### src/rtl/ifid_stage.sv
// IF/ID pipeline stage: valid/ready handshake, 1- or 2-entry skid buffer,
// synchronous flush and a saturating stall counter. Fields are decoded on write.
module ifid_stage #(
    parameter int          PC_W      = 32,
    parameter int          DEPTH     = 2,
    parameter logic [31:0] NOP_INSTR = 32'h0000_0000,
    parameter int          CNT_W     = 16
) (
    input  logic             clk,
    input  logic             rst_n,
    input  logic             in_valid,
    output logic             in_ready,
    input  logic [PC_W-1:0]  in_pc_inc,
    input  logic [31:0]      in_instr,
    input  logic             flush,
    output logic             out_valid,
    input  logic             out_ready,
    output logic [PC_W-1:0]  PCinc,
    output logic [31:0]      instruction,
    output logic [5:0]       opCode,
    output logic [4:0]       rs,
    output logic [4:0]       rt,
    output logic [4:0]       rd,
    output logic [4:0]       shamt,
    output logic [5:0]       funct,
    output logic [15:0]      constant,
    output logic [31:0]      imm_sext,
    output logic [CNT_W-1:0] stall_cnt
);

    typedef struct packed {
        logic [PC_W-1:0] pc;
        logic [31:0]     instr;
        logic [5:0]      op;
        logic [4:0]      rs;
        logic [4:0]      rt;
        logic [4:0]      rd;
        logic [4:0]      shamt;
        logic [5:0]      funct;
        logic [15:0]     constant;
        logic [31:0]     imm_sext;
    } entry_t;

    function automatic entry_t decode(input logic [PC_W-1:0] pc, input logic [31:0] ins);
        entry_t e;
        e.pc       = pc;
        e.instr    = ins;
        e.op       = ins[31:26];
        e.rs       = ins[25:21];
        e.rt       = ins[20:16];
        e.rd       = ins[15:11];
        e.shamt    = ins[10:6];
        e.funct    = ins[5:0];
        e.constant = ins[15:0];
        e.imm_sext = {{16{ins[15]}}, ins[15:0]};
        return e;
    endfunction

    logic [1:0]       count_q, count_d;
    entry_t           head_q, head_d;
    entry_t           tail_q, tail_d;
    logic [CNT_W-1:0] stall_q, stall_d;
    entry_t           incoming;
    entry_t           nop_entry;
    entry_t           out_entry;
    logic             ready_raw;
    logic             push;
    logic             pop;

    assign out_valid = (count_q != 2'd0);

    generate
        if (DEPTH == 1) begin : g_single
            // Single register: a pop frees the slot in the same cycle.
            assign ready_raw = !out_valid || out_ready;
        end else begin : g_skid
            // Skid buffer: readiness depends on occupancy only.
            assign ready_raw = (count_q < 2'd2);
        end
    endgenerate

    assign in_ready = rst_n && ready_raw;
    assign push     = in_valid && in_ready;
    assign pop      = out_valid && out_ready;

    always_comb begin
        incoming = decode(in_pc_inc, in_instr);
        count_d  = count_q;
        head_d   = head_q;
        tail_d   = tail_q;
        if (flush) begin
            count_d = 2'd0;
        end else begin
            case (count_q)
                2'd0: begin
                    if (push) begin
                        head_d  = incoming;
                        count_d = 2'd1;
                    end
                end
                2'd1: begin
                    if (push && pop) begin
                        head_d = incoming;
                    end else if (push) begin
                        tail_d  = incoming;
                        count_d = 2'd2;
                    end else if (pop) begin
                        count_d = 2'd0;
                    end
                end
                default: begin
                    if (pop) begin
                        head_d  = tail_q;
                        count_d = 2'd1;
                    end
                end
            endcase
        end
    end

    always_comb begin
        stall_d = stall_q;
        if (out_valid && !out_ready && (stall_q != {CNT_W{1'b1}})) begin
            stall_d = stall_q + CNT_W'(1);
        end
    end

    always_ff @(posedge clk) begin
        if (!rst_n) begin
            count_q <= 2'd0;
            head_q  <= '0;
            tail_q  <= '0;
            stall_q <= '0;
        end else begin
            count_q <= count_d;
            head_q  <= head_d;
            tail_q  <= tail_d;
            stall_q <= stall_d;
        end
    end

    // Empty stage presents the decoded NOP with a zero PC.
    always_comb begin
        nop_entry = decode(PC_W'(0), NOP_INSTR);
        out_entry = out_valid ? head_q : nop_entry;
    end

    assign PCinc       = out_entry.pc;
    assign instruction = out_entry.instr;
    assign opCode      = out_entry.op;
    assign rs          = out_entry.rs;
    assign rt          = out_entry.rt;
    assign rd          = out_entry.rd;
    assign shamt       = out_entry.shamt;
    assign funct       = out_entry.funct;
    assign constant    = out_entry.constant;
    assign imm_sext    = out_entry.imm_sext;
    assign stall_cnt   = stall_q;

endmodule

### config.mk
export PLATFORM = sky130hd
export DESIGN_NAME = ifid_stage
export DESIGN_NICKNAME = d
export VERILOG_FILES = /design/src/rtl/ifid_stage.sv
export SDC_FILE = /design/constraint.sdc
export NUM_CORES = 1
export LEC_CHECK = 0
export ABC_AREA = 1
export CORE_MARGIN = 1.5
export CORE_UTILIZATION = 40
export CTS_BUF_LIST = sky130_fd_sc_hd__clkbuf_8
export DETAILED_ROUTE_END_ITERATION = 10
export GPL_TIMING_DRIVEN = 0
export PLACE_DENSITY = 0.78
export SLEW_MARGIN = 20
export SYNTH_ARGS = -nofsm -noshare
export SYNTH_HDL_FRONTEND = slang
export SYNTH_SLANG_ARGS = --single-unit
### constraint.sdc
create_clock -name clk -period 4.9 [get_ports clk]
set_input_delay 0.735 -clock clk [delete_from_list [all_inputs] [get_ports clk]]
set_output_delay 0.735 -clock clk [all_outputs]
set_load 0.01 [all_outputs]
* Yosys cells after proc, flatten, opt, wreduce, memory -nomap -nowiden
Index checks and enable logic that the tools add are counted.
Widths: inputs -> output; s select.
** Word-level totals
- Register bits :: 290
- Latch bits :: 0
- RAM bits :: 0
- ROM bits :: 0
- Bits of input ports :: 69
- Output and inout port bits :: 162
- Word-level logic and storage cells :: 58
- Memories :: 0
** Operators by class
- Add/sub/neg operators :: 1
- $mul :: 0
- Divide/modulo/power cells :: 0
- Magnitude comparators :: 1
- Equality and inequality tests :: 6
- Shifts and indexed selects :: 0
- Multiplexer cells :: 11
- Bitwise logic cells :: 3
- Reductions and logical operators :: 14
** Operator list (number)
- $mux 144 :: 4
- $pmux 144 s2 :: 1
- $add 16x1->16 const B :: 1
- $ne 16x16->1 const B :: 1
- $reduce_and 4->1 :: 3
- $mux 2 :: 5
- $logic_and 1x1->1 :: 6
- $ne 2x2->1 const B :: 3
- $pmux 2 s2 :: 1
- $ne 3x3->1 const B :: 1
- $not 1->1 :: 3
- $reduce_bool 3->1 :: 1
- $eq 2x1->1 const B :: 1
- $logic_not 2->1 :: 1
- $lt 2x2->1 const B :: 1
- $reduce_bool 2->1 :: 1
- $reduce_or 2->1 :: 1
- $logic_not 1->1 :: 1

* Logic depth before layout (Yosys ltp)
Gate-level depths: netlist of the first run.
- Depth after elaboration :: 6
- Depth in mapped cells :: 10
- Depth with buffers taken out :: 9

* Least setup slack after synthesis of the first run
Ideal clock, no wire load.
- Kind :: reg2out
- From :: reg count_q[1]
- To :: out imm_sext[15]
- Arrival time :: 1.921 ns
- Data required time :: 4.165 ns
- Slack :: 2.244 ns
- Cell stages (with the launch flop) :: 6
- Buffers on the path :: 3
- Path through :: dfxtp_1 nor2_1 buf_2 buf_1 nor2_1 buf_4
** Between the ends
- Cells in the longest elaborated chain, start to end :: 2
** Ends and longest elaborated chain
- start, declared :: RTL line 59 : logic [1:0] count_q, count_d;
- start signal, assigned :: RTL line 135 : count_q <= count_d;
- $reduce_bool 2->1 :: RTL line 70 : assign out_valid = (count_q != 2'd0);
- $mux 144 :: RTL line 145 : out_entry = out_valid ? head_q : nop_entry;
- end, declared :: RTL line 27 : output logic [31:0] imm_sext,
No other way between the ends.

* Final worst setup path of the first run
- From :: reg count_q[1]
- To :: out instruction[15]
** Between the ends
- Cells in the longest elaborated chain, start to end :: 2
** Ends and longest elaborated chain
- $reduce_bool 2->1 :: RTL line 70
- $mux 144 :: RTL line 145
- end, declared :: RTL line 19 : output logic [31:0] instruction,
No other way between the ends.

==> results of run 1 <==
worst register-to-register path, delay by kind of cell (launching register included):
kind                     cells  cell delay, ps
AO/OA/AOI/OAI                1             220
flip-flops                   1             410
buffers and inverters        2             350
AND/OR/NAND/NOR              3             410
adder cells (fa/ha/maj)      1             280
state kept, by name (all words and copies together), names as in the netlist:
name / flops
tail_q: 64
count_q: 2
stall_cnt: 16
head_q: 64
stage by stage:
step | hold slack, ps | power, mW | utilization (%)
floorplan | 423 | 1.47 | -
finish | 445 | 2.52 | 57.2
global placement | 431 | 1.60 | 55.1
CTS | 446 | 2.55 | 57.2
detailed placement | 435 | 1.61 | 55.1
global route | 460 | 2.65 | 57.2
worst paths after layout:
path / cells past startpoint / startpoint / slack, ps / end
worst max-delay path: 6 / count_q[1] / 1200 / instruction[15]
worst min-delay path: 2 / tail_q[93] / 450 / tail_q[93]
worst max register to register: 7 / stall_cnt[0] / 3120 / stall_cnt[7]
worst min register to register: 2 / tail_q[93] / 450 / tail_q[93]
layer usage:
metal | global-route usage [%] | part of all wire [%] | wire (um)
met5 | 0 | 0 | 0
met4 | 6.08 | 1.6 | 335
met3 | 4.64 | 5.5 | 1170
met2 | 36.8 | 48 | 10200
met1 | 25.3 | 45 | 9430
power groups by stage:
stage / clock network (mW) / registers (mW) / logic, mW
4_1_cts: 0.963 / 1.25 / 0.334
3_3_place_gp: 0 / 1.28 / 0.327
6_report: 0.943 / 1.25 / 0.334
5_1_grt: 1.02 / 1.25 / 0.374
2_1_floorplan: 0 / 1.27 / 0.195
3_5_place_dp: 0 / 1.28 / 0.333
area by class of cell:
type / count / area share, %
multi-input combinational: 656 / 30.4
sequential: 146 / 27.1
timing repair buffer: 229 / 21.3
buffer: 154 / 9.21
inverter: 149 / 5.19
tap: 260 / 3.02
clock buffer: 19 / 2.43
clock inverter: 13 / 1.27
logic make-up after synthesis:
family	after synthesis	share of synthesized area, %
flip-flops	146	37.7
multiplexers	64	8.27
buffers and inverters	303	20.0
AO/OA/AOI/OAI	206	13.4
adder cells (fa/ha/maj)	1	0.161
AND/OR/NAND/NOR	385	20.5
cell usage in the layout, fill, tap and decap left out, drive strengths merged:
| cell type | instances |
|---|---|
| dfxtp | 146 |
| ha | 1 |
| buf | 130 |
| o21ai | 65 |
| o21bai | 1 |
| nand4 | 3 |
| inv | 149 |
| clkbuf | 43 |
| bufinv | 2 |
| nor2 | 183 |
| nand3 | 88 |
| mux2i | 64 |
| and2 | 1 |
| nand3b | 2 |
| a21oi | 140 |
| clkinvlp | 1 |
| clkinv | 10 |
| clkdlybuf4s50 | 229 |
| nand2 | 108 |
==> results.yml, run 1 <==
cells_and_area:
  final_cell_count_no_fill: 1626
  count_of_nets_after_finishing: 1423
  layout-area-overhead-vs-synth_pct: 38.9
  multi_input_gate_area_um2: 3280
  num_antenna_cells: 0
  drive_above_1_share_pct: 12.2
  count_of_filler_cells_inserted_in_the_layout: 1801
  sequential_cell_area_um2: 2920
  post-route-cell-area_um2: 10800
power:
  internal-power_mw: 1.87
  seq_power_share_pct: 49.5
  power.density_nw_per_um2: 234
  ir_worst_vdd_mv: 0.167
  comb_power_share_pct: 13.2
  static-leakage-power_nw: 4.04
  power_switching_share_pct: 26.0
  p_switching_uw: 658
  clock_power_share_pct: 37.3
sta:
  grt_setup_unrepaired: "false"
  max_freq_mhz: 270
  hold_violations: 0
  timing.slew.headroom_pct: 51.1
  worst_slew_pin_slew_ps: 733
  totalNegativeSetupSlack_ps: 0
  layout_worst_path_cycle_share_pct: 75.5
  setup_viol: 0
  worst_slack_ps: 1200
  fin_crit_ps: 3700
  drv_slew: 0
  clock-skew-final_ps: 11.5
critical_path:
  critPathRequiredTime_ps: 4160
  worstSetupStartpointType: "flip-flop"
  cp_max_stage_delay_ps: 640
  critical_path.top_delay_family: "buffers and inverters"
  cells_traversed_along_the_worst_timing_path: "nor2_1 -> buf_2 -> buf_1 -> nor2_2 -> buf_4 -> clkdlybuf4s50_1"
  end_kind: "output port"
  critical_path_buf_inv_count: 4
  path_max_fanout: 20
  timing.critical_path.arrival_ps: 2960
  crit_type: "flip-flop to output port"
  slowest_library_cell_on_the_worst_path: "sky130_fd_sc_hd__nor2_2"
worst_hold_path:
  timing.hold.worst.class: "flip-flop to flip-flop"
clock_network:
  numClockSinks: 146
  worstSkewPairLatency_ps: 450
  cts_hold_buffers: 0
  cts_tree: "yes"
  cts-buffers-inserted: 17
  post-cts-setup-buffers: 0
  post_cts.resized_instances: 0
  ctsHtreeMaxLevel: 4
  ctsLongestPathBuffers: 2
  root_buffer: "sky130_fd_sc_hd__clkbuf_8"
  clkTransAtPathRegs_ps: 80
place:
  place.port_buffers: 229
  place.detailed.hpwl_um: 16000
  place_congestion: 0.844
  place.detailed.instances: 1594
  postPlaceCellArea_um2: 10400
  dpl_worst_slack_ps: 1620
yosys:
  synth.avg_cell_area_um2: 7.01
  total_standard_cell_area_after_synthesis_um2: 7750
  postSynth.topFlopCell: "sky130_fd_sc_hd__dfxtp_1"
  synth_common_cells: "sky130_fd_sc_hd__nor2_1, sky130_fd_sc_hd__inv_1, sky130_fd_sc_hd__dfxtp_1, sky130_fd_sc_hd__a21oi_1, sky130_fd_sc_hd__nand2_1"
  yosys-top-cells-area: "sky130_fd_sc_hd__dfxtp_1, sky130_fd_sc_hd__buf_4, sky130_fd_sc_hd__a21oi_1"
  ys.warnings.count: 0
  synth.largest_area_cell: "sky130_fd_sc_hd__dfxtp_1"
  ys_seq_area_share_pct: 37.7
  yosys.cell_types.count: 23
  synth_largest_type_area_fraction_pct: 37.7
  postSynthNetCount: 1175
  yosysMostFrequentCell: "sky130_fd_sc_hd__nor2_1"
  async_reset_ff_share_pct: 0
  ys_seq_elements: 146
  gate_count_after_technology_mapping: 1105
  synth-edff-count: 0
flow_run:
  drv.max_cap_violation_count: 0
global_route:
  grt.overflow.total: 0
  grt_first_pass_wirelength_um: 33400
  grt_usage_pct: 20.8
  antenna_found_initial: 0
  grt_start_max_net_pins: 21
  grt_pass1_vias: 6841
route:
  vias_per_cell: 4.64
  drtAntennaViolNets: 0
  dr_total_vias: 7542
  drt_drc_violations_left: 0
  drt_first_pass_iters: 5
  avgRoutedWirePerCell_um: 13.0
  detailedRoute.firstIterationViolations: 284
  wirelength_um: 21200
floorplan:
  die_y_um: 142
  die_area_um2: 20200
  boundaryPins: 231
  floorplan.initialDensity_pct: 41.2
  placeableCoreArea_um2: 18800
  floorplan.rows: 50
  die_width_um: 142
run_status:
  status: "completed"
Power figures use the tool's default switching activity.
==> run 2, diff against run 1 <==
Settings changed: PLACE_DENSITY 0.78 to 0.8.
Clock period 4.9 ns to 3.4 ns, I/O delays scaled along.
==> run 2 against run 1 <==
Effect of this change:
- combinational power increased by 45%
- setup slack got worse by 950 ps
- critical path depth unchanged
- wire length increased by 0.39%
- die area unchanged
- first-iteration DRC count increased by 36%
- cell count unchanged
- clock power increased by 69%
- via count increased by 1.1%
- largest cell class unchanged
- largest power group unchanged
- highest routed layer unchanged
==> results.yml, run 2 (same netlist as run 1, synthesis figures left out) <==
run_status:
  status: "completed"
power:
  comb_power_share_pct: 12.5
  power_switching_share_pct: 25.6
  finalPower_mw: 3.87
  static-leakage-power_nw: 4.06
  clock_power_share_pct: 41.1
  seq_power_share_pct: 46.5
  power.density_nw_per_um2: 357
  ir_worst_vdd_mv: 0.222
  internal-power_mw: 2.88
  p_switching_uw: 991
clock_network:
  clkTransAtPathRegs_ps: 80
  cts_tree: "yes"
  post-cts-setup-buffers: 0
  post_cts.resized_instances: 4
  worstSkewPairLatency_ps: 460
  numClockSinks: 146
  cts_hold_buffers: 0
  cts-buffers-inserted: 17
  root_buffer: "sky130_fd_sc_hd__clkbuf_8"
  ctsHtreeMaxLevel: 4
  ctsLongestPathBuffers: 2
cells_and_area:
  count_of_nets_after_finishing: 1423
  mostFrequentLayoutCells: "sky130_fd_sc_hd__clkdlybuf4s50_1, sky130_fd_sc_hd__nor2_1, sky130_fd_sc_hd__inv_1"
  layout_commonest_cell: "sky130_fd_sc_hd__clkdlybuf4s50_1"
  layout-area-overhead-vs-synth_pct: 39.9
  drive_above_1_share_pct: 12.3
  final_cell_count_no_fill: 1626
  num_antenna_cells: 0
critical_path:
  regToRegSetupSlack_ps: 1620
  timing.critical_path.arrival_ps: 2640
  critical_path.reg2reg.endpoint: "head_q[118]"
  worst_r2r_startpoint: "count_q[1]"
  critPathRequiredTime_ps: 2890
  worstRegToRegCells: 9
  crit_type: "flip-flop to output port"
  path_max_fanout: 10
  crit_start: "count_q[1]"
  crit_path_end: "rt[1]"
  worstSetupStartpointType: "flip-flop"
  end_kind: "output port"
sta:
  layout_worst_path_cycle_share_pct: 92.7
  max_freq_mhz: 317
  totalNegativeSetupSlack_ps: 0
  grt_setup_unrepaired: "false"
  worst_slack_ps: 249
  hold_violations: 0
  drv_slew: 0
  timing.slew.headroom_pct: 61.2
  setup_viol: 0
  clock-skew-final_ps: 10.5
  worst_slew_pin_slew_ps: 582
  fin_crit_ps: 3150
global_route:
  grt_start_max_net_pins: 21
  grt_pass1_vias: 6916
  grt.overflow.total: 0
  grt_usage_pct: 20.9
  grt_first_pass_wirelength_um: 33700
  antenna_found_initial: 0
floorplan:
  floorplan.initialDensity_pct: 41.2
  die_y_um: 142
  placeableCoreArea_um2: 18800
  die_area_um2: 20200
  boundaryPins: 231
  die_width_um: 142
  floorplan.rows: 50
worst_hold_path:
  timing.hold.worst.class: "flip-flop to flip-flop"
  hold_depth: 2
route:
  avgRoutedWirePerCell_um: 13.1
  dr_total_vias: 7624
  drt_drc_violations_left: 0
  wirelength_um: 21200
  vias_per_cell: 4.69
  detailedRoute.firstIterationViolations: 387
  drt_first_pass_iters: 5
  drtAntennaViolNets: 0
place:
  place_congestion: 0.839
  place.port_buffers: 229
  dpl_worst_slack_ps: 358
  place.detailed.instances: 1594
  place.detailed.hpwl_um: 16100
flow_run:
  drv.max_cap_violation_count: 0
[run 2: cell count changes in the layout (fill, tap and decap cells not counted), sizes merged]
cell / before / now
clkbuf: 43 / 41
bufinv: 2 / 5
clkinvlp: 1 / 3
clkinv: 10 / 2
inv: 149 / 154
[run 2: layout make-up]
cell class / instances / area (um2)
fill: 1799 / 7990
multi-input combinational: 656 / 3280
sequential: 146 / 2920
timing repair buffer: 229 / 2290
buffer: 154 / 996
inverter: 149 / 559
tap: 260 / 325
clock buffer: 17 / 234
clock inverter: 15 / 229
[run 2: worst min-delay path by stage]
stage                            from     endpoint  slack, ps
after floorplan           tail_q[100]  tail_q[100]        420
after global placement    tail_q[133]  tail_q[133]        430
after detailed placement  tail_q[127]  tail_q[127]        440
after CTS                  tail_q[94]   tail_q[94]        450
after global routing      tail_q[135]  tail_q[135]        460
final                      tail_q[94]   tail_q[94]        450
[run 2: power groups by stage]
stage / Sequential, mW / Combinational (mW) / Clock, mW
after floorplan: 1.83 / 0.280 / 0
after global placement: 1.84 / 0.472 / 0
after detailed placement: 1.84 / 0.482 / 0
after CTS: 1.80 / 0.484 / 1.63
after global routing: 1.81 / 0.539 / 1.70
final: 1.80 / 0.483 / 1.59
[run 2: layer usage]
| metal | up-vias | routed length, um | global-route usage [%] |
|---|---|---|---|
| met2 | 228 | 10300 | 36.9 |
| met1 | 3447 | 9220 | 25.3 |
| met3 | 36 | 1260 | 3.94 |
| met4 | 0 | 490 | 7.92 |
| li1 | 3913 | - | - |
| met5 | - | 0 | 0 |
[run 2: stage by stage]
stage	instance area [um2]	hold slack (ps)	util (%)
CTS	10800	447	57.6
global route	10800	464	57.6
global placement	10400	431	55.1
detailed placement	10400	435	55.1
finish	10800	447	57.6
floorplan	7750	423	-
[run 2: critical path, stage by stage (launching register included)]
cell and delay, ps:
sky130_fd_sc_hd__dfxtp_1 380, sky130_fd_sc_hd__nor2_1 340, sky130_fd_sc_hd__buf_2 320, sky130_fd_sc_hd__buf_1 400, sky130_fd_sc_hd__nor2_1 120, sky130_fd_sc_hd__buf_4 150
sky130_fd_sc_hd__clkdlybuf4s50_1 460
